===== config.mk =====
export PLATFORM = sky130hd
export DESIGN_NAME = button_deb_multi
export DESIGN_NICKNAME = d
export VERILOG_FILES = /design/src/rtl/button_deb_multi.sv
export SDC_FILE = /design/constraint.sdc
export NUM_CORES = 1
export LEC_CHECK = 0
export ABC_AREA = 1
export CAP_MARGIN = 20
export CORE_MARGIN = 10
export CORE_UTILIZATION = 52
export CTS_CLUSTER_SIZE = 8
export DETAILED_ROUTE_END_ITERATION = 8
export PLACE_DENSITY = 0.81
export RECOVER_POWER = 50
export SYNTH_ARGS = -nofsm -noshare
export SYNTH_HDL_FRONTEND = slang
export SYNTH_SLANG_ARGS = --single-unit

===== constraint.sdc =====
create_clock -name clk -period 6.55 [get_ports clk]
set_clock_uncertainty 0.05 [all_clocks]
set_input_delay 1.31 -clock clk [delete_from_list [all_inputs] [get_ports clk]]
set_output_delay 1.31 -clock clk [all_outputs]
set_load 0.02 [all_outputs]

===== src/rtl/button_deb_multi.sv =====
// Multi-channel button debouncer with one shared 1 ms timebase.
// Per channel it outputs the debounced level, press/release pulses and a one-shot long-press pulse.
module button_deb_multi #(
  parameter int CLK_FREQ        = 95_000,
  parameter int DEBOUNCE_PER_MS = 20,
  parameter int LONG_PRESS_MS   = 1000,
  parameter int NB_BUTTONS      = 4,
  parameter int ACTIVE_LOW      = 0
) (
  input  logic                  clk,
  input  logic                  rst,
  input  logic [NB_BUTTONS-1:0] button_in,
  output logic [NB_BUTTONS-1:0] button_valid,
  output logic [NB_BUTTONS-1:0] button_press,
  output logic [NB_BUTTONS-1:0] button_release,
  output logic [NB_BUTTONS-1:0] button_long,
  output logic                  ms_tick
);

  localparam int PW = $clog2(CLK_FREQ);
  localparam int DW = $clog2(DEBOUNCE_PER_MS + 1);
  localparam int LW = $clog2(LONG_PRESS_MS + 1);
  localparam logic [PW-1:0] PRESC_MAX = PW'(CLK_FREQ - 1);
  localparam logic [DW-1:0] DCNT_MAX  = DW'(DEBOUNCE_PER_MS - 1);
  localparam logic [LW-1:0] LCNT_MAX  = LW'(LONG_PRESS_MS - 1);
  localparam logic [NB_BUTTONS-1:0] POL = (ACTIVE_LOW != 0) ? '1 : '0;

  logic [PW-1:0]         r_presc;
  logic                  w_tick;
  logic [NB_BUTTONS-1:0] r_sync1;
  logic [NB_BUTTONS-1:0] r_sync2;
  logic [NB_BUTTONS-1:0] r_valid;
  logic [NB_BUTTONS-1:0] r_validDly;
  logic [NB_BUTTONS-1:0] r_press;
  logic [NB_BUTTONS-1:0] r_release;
  logic [NB_BUTTONS-1:0] r_long;
  logic [NB_BUTTONS-1:0] r_longDone;
  logic [DW-1:0]         r_dcnt [NB_BUTTONS];
  logic [LW-1:0]         r_lcnt [NB_BUTTONS];

  assign w_tick = (r_presc == PRESC_MAX);

  always_ff @(posedge clk or posedge rst) begin
    if (rst) begin
      r_presc <= '0;
    end else if (w_tick) begin
      r_presc <= '0;
    end else begin
      r_presc <= r_presc + PW'(1);
    end
  end

  // Any cycle where the synchronised level matches the accepted level restarts the stability count.
  always_ff @(posedge clk or posedge rst) begin
    if (rst) begin
      r_sync1    <= '0;
      r_sync2    <= '0;
      r_valid    <= '0;
      r_validDly <= '0;
      r_press    <= '0;
      r_release  <= '0;
      for (int i = 0; i < NB_BUTTONS; i++) begin
        r_dcnt[i] <= '0;
      end
    end else begin
      r_sync1    <= button_in ^ POL;
      r_sync2    <= r_sync1;
      r_validDly <= r_valid;
      r_press    <= r_valid & ~r_validDly;
      r_release  <= ~r_valid & r_validDly;
      for (int i = 0; i < NB_BUTTONS; i++) begin
        if (r_sync2[i] == r_valid[i]) begin
          r_dcnt[i] <= '0;
        end else if (w_tick) begin
          if (r_dcnt[i] == DCNT_MAX) begin
            r_valid[i] <= r_sync2[i];
            r_dcnt[i]  <= '0;
          end else begin
            r_dcnt[i] <= r_dcnt[i] + DW'(1);
          end
        end
      end
    end
  end

  // Once fired, the long-press counter freezes until the button is released.
  always_ff @(posedge clk or posedge rst) begin
    if (rst) begin
      r_long     <= '0;
      r_longDone <= '0;
      for (int i = 0; i < NB_BUTTONS; i++) begin
        r_lcnt[i] <= '0;
      end
    end else begin
      r_long <= '0;
      for (int i = 0; i < NB_BUTTONS; i++) begin
        if (!r_valid[i]) begin
          r_lcnt[i]     <= '0;
          r_longDone[i] <= 1'b0;
        end else if (!r_longDone[i] && w_tick) begin
          if (r_lcnt[i] == LCNT_MAX) begin
            r_long[i]     <= 1'b1;
            r_longDone[i] <= 1'b1;
          end else begin
            r_lcnt[i] <= r_lcnt[i] + LW'(1);
          end
        end
      end
    end
  end

  assign button_valid   = r_valid;
  assign button_press   = r_press;
  assign button_release = r_release;
  assign button_long    = r_long;
  assign ms_tick        = w_tick;

endmodule

==> impl_metrics.json <==
{
  "h-tree-depth": 3,
  "vias": 4704,
  "first_pass_iters": 5,
  "dieArea_um2": 15600,
  "numCtsBuffers": 9,
  "start_util": 0.531,
  "ctsResizeCount": 0,
  "period_share": 0.705,
  "dieHeight_um": 125,
  "finalNetCount": 771,
  "place.gp.congestion": 0.920,
  "power_density_nw_per_um2": 176,
  "track_usage": 0.148,
  "worst-setup-path-type": "reg2out",
  "relSlewSlack": -0.453,
  "tightest_slew_ns": 2.17,
  "grt_pass1_wl_um": 20200,
  "drtAntennaViolNets": 0,
  "drc": 0,
  "final.setup.worst_slack_ns": 1.93,
  "synth_top_family_by_area": "simple AND/OR/NAND/NOR gates",
  "cts_buffer_depth": 2,
  "synth_fa_ha_area_frac": 0.0197,
  "use_met2": 0.237,
  "grt_max_degree": 62,
  "worstPathArrival_ns": 3.26,
  "worstSetupStartpoint": "r_presc[0]$_DFF_PP0_",
  "antenna-diode-count": 0,
  "hold_ws_ns": 0.301,
  "clock_sinks": 109,
  "p_leak_nw": 3.11,
  "cts_setup_buffers": 0,
  "endpoint_kind": "output pin",
  "synth_cells": 738,
  "dieWidth_um": 125,
  "wl_per_cell_um": 12.6,
  "seq_area_frac_synth": 0.476,
  "overflow": 0,
  "tritoncts": "done",
  "peakVddDrop_mv": 0.136,
  "finalSetupTns_ns": 0,
  "maxSlewViolCount": 70,
  "syn_nets": 753,
  "utilization": 0.573,
  "synthMuxAreaShare": 0,
  "failed_checks": "capacitance limit, slew limit",
  "grt_busiest_layer": "met2",
  "cp_max_fo": 19,
  "use_met3": 0.0389,
  "finalCriticalPeriod_ns": 4.62,
  "dpl_worst_slack_ns": 3.33,
  "rsz0062_at_grt": "false",
  "dpl_cell_area_um2": 6060,
  "io_pins": 23,
  "final_cells": 901,
  "status": "complete, but fails checks",
  "postCtsHoldBufs": 0,
  "rr_worst_depth": 9,
  "port_buffers": 22,
  "synth-seq-cells": 109,
  "vias_per_cell": 5.22,
  "clockRootBuffer": "clkbuf_8",
  "fp-row-count": 38,
  "dp.cells": 885,
  "drive_gt1_frac": 0.0460,
  "insertion_delay_ns": 0.37,
  "final_area_um2": 6190,
  "min-delay-start": "r_sync1[3]$_DFF_PP0_",
  "setup_viol_count_final": 0,
  "synth_compound_area_frac": 0.0362,
  "yosysUniqueCellTypes": 33,
  "postSynthAreaPerCell_um2": 7.76,
  "core_area_um2": 10800,
  "fmax_mhz": 216,
  "drv_cap": 2,
  "min_path_cells": 0,
  "antenna_found_initial": 0,
  "grt_pass1_vias": 4571,
  "synthToLayoutAreaGrowth_pct": 8.01,
  "power.total_mw": 1.09,
  "synthXorXnorAreaFrac": 0.0474,
  "yosysWarnings": 0,
  "synth.cell_area_um2": 5730,
  "hold_class": "reg2reg",
  "yosys.area_share.simple": 0.342,
  "hold_viol": 0,
  "drt_iter0_drc": 393,
  "cp.required_ns": 5.19,
  "hpwl_um": 8050,
  "wirelength_um": 11300,
  "rr_startpoint": "r_presc[0]$_DFF_PP0_",
  "cp-start-kind": "flop",
  "clk_pin_slew_ns": 0.11,
  "met1_usage": 0.189
}
-- cells by family (layout without fill, tap and decap cells) --
kind of cell / count (synthesis) / count (layout)
fa+ha+maj: 9 / 9
flops: 109 / 109
buf+inv: 115 / 138
compound gates: 35 / 35
xor+xnor: 31 / 31
simple gates: 439 / 439
-- worst max-delay path: stages (launching register included) --
cell	delay, ns
dfrtp_1	0.38
ha_1	0.17
nand2_1	0.09
nor2_1	0.13
nand2_2	0.05
nor2_1	1.23
clkdlybuf4s50_1	0.83
-- area by class of cell --
cell class	instances	area, um2
fill	963	4600
sequential	109	2730
clock buffer	11	151
inverter	99	373
timing repair buffer	23	228
multi-input combinational	514	2490
tap	140	175
clock inverter	5	40.0
-- state kept, by name, summed over array words and instances, names as in the netlist --
register / cells
r_presc: 17
button_press: 4
r_dcnt: 20
r_validDly: 4
r_lcnt: 40
r_sync1: 4
button_valid: 4
button_long: 4
r_longDone: 4
r_sync2: 4
button_release: 4
-- worst paths after layout --
kind,endpoint,slack (ns)
setup / recovery,ms_tick,1.93
hold / removal,r_sync2[3]$_DFF_PP0_,0.30
setup reg to reg,r_lcnt[35]$_DFFE_PP0P_,3.13
hold reg to reg,r_sync2[3]$_DFF_PP0_,0.30
max in group asynchronous,r_lcnt[14]$_DFFE_PP0P_,3.01
min in group asynchronous,button_press[0]$_DFF_PP0_,1.90
-- layout by cell type (no fill, tap or decap), types with 2 or more instances in the layout --
master,n
nand2_1,186
nand3_1,114
dfrtp_1,109
nor2_1,98
inv_1,93
xor2_1,23
o21ai_0,20
clkdlybuf4s50_1,17
nand4_1,12
clkbuf_8,11
nor3_1,10
ha_1,9
xnor2_1,8
o22ai_1,7
dlygate4sd3_1,5
nand3_2,4
nor2_2,3
o21bai_1,3
inv_2,3
or2_0,3
o21ai_1,3
nand2_2,2
clkinv_1,2
nor2_4,2
or2_2,2
clkinv_4,2
inv_6,2
-- per-layer routing --
metal,vias up,part of all wire
met2,123,0.47
met5,-,0
li1,2361,-
met3,10,0.053
met4,0,0.012
met1,2210,0.46
-- report_power, final --
part	switching [mW]	internal (mW)
Combinational	0.0169	0.00403
Clock	0.228	0.163
Sequential	0.00127	0.675
Total	0.246	0.842
-- cell usage after synthesis --
master    count  area (um2)
a31oi_1       1        6.26
o21ai_2       4        35.0
inv_2         4        15.0
dfrtp_1     109        2730
o21ai_1       5        25.0
a21oi_1       1        5.00
xnor2_1       8        70.1
nand4_1      12        75.1
nor2_4        3        33.8
nor2_2        3        18.8
buf_6         2        22.5
buf_2         4        20.0
o22ai_1       7        43.8
nand3_4       1        17.5
nor3_1       10        50.1
nand3_1     111         556
clkinv_1      2        7.51
nand3_2       7        70.1
or2_1         3        18.8
inv_1        93         349
nand2_1     185         694
clkbuf_1      6        22.5
nand2_2       3        18.8
xor2_1       23         201
or2_2         2        12.5
nor2_8        1        20.0
buf_1         4        15.0
o21ai_0      14        70.1
nor2_1       96         360
ha_1          9         113
o21bai_1      3        22.5
or2_0         1        6.26
nor3b_1       1        7.51
(Power assumes the default switching activity.)
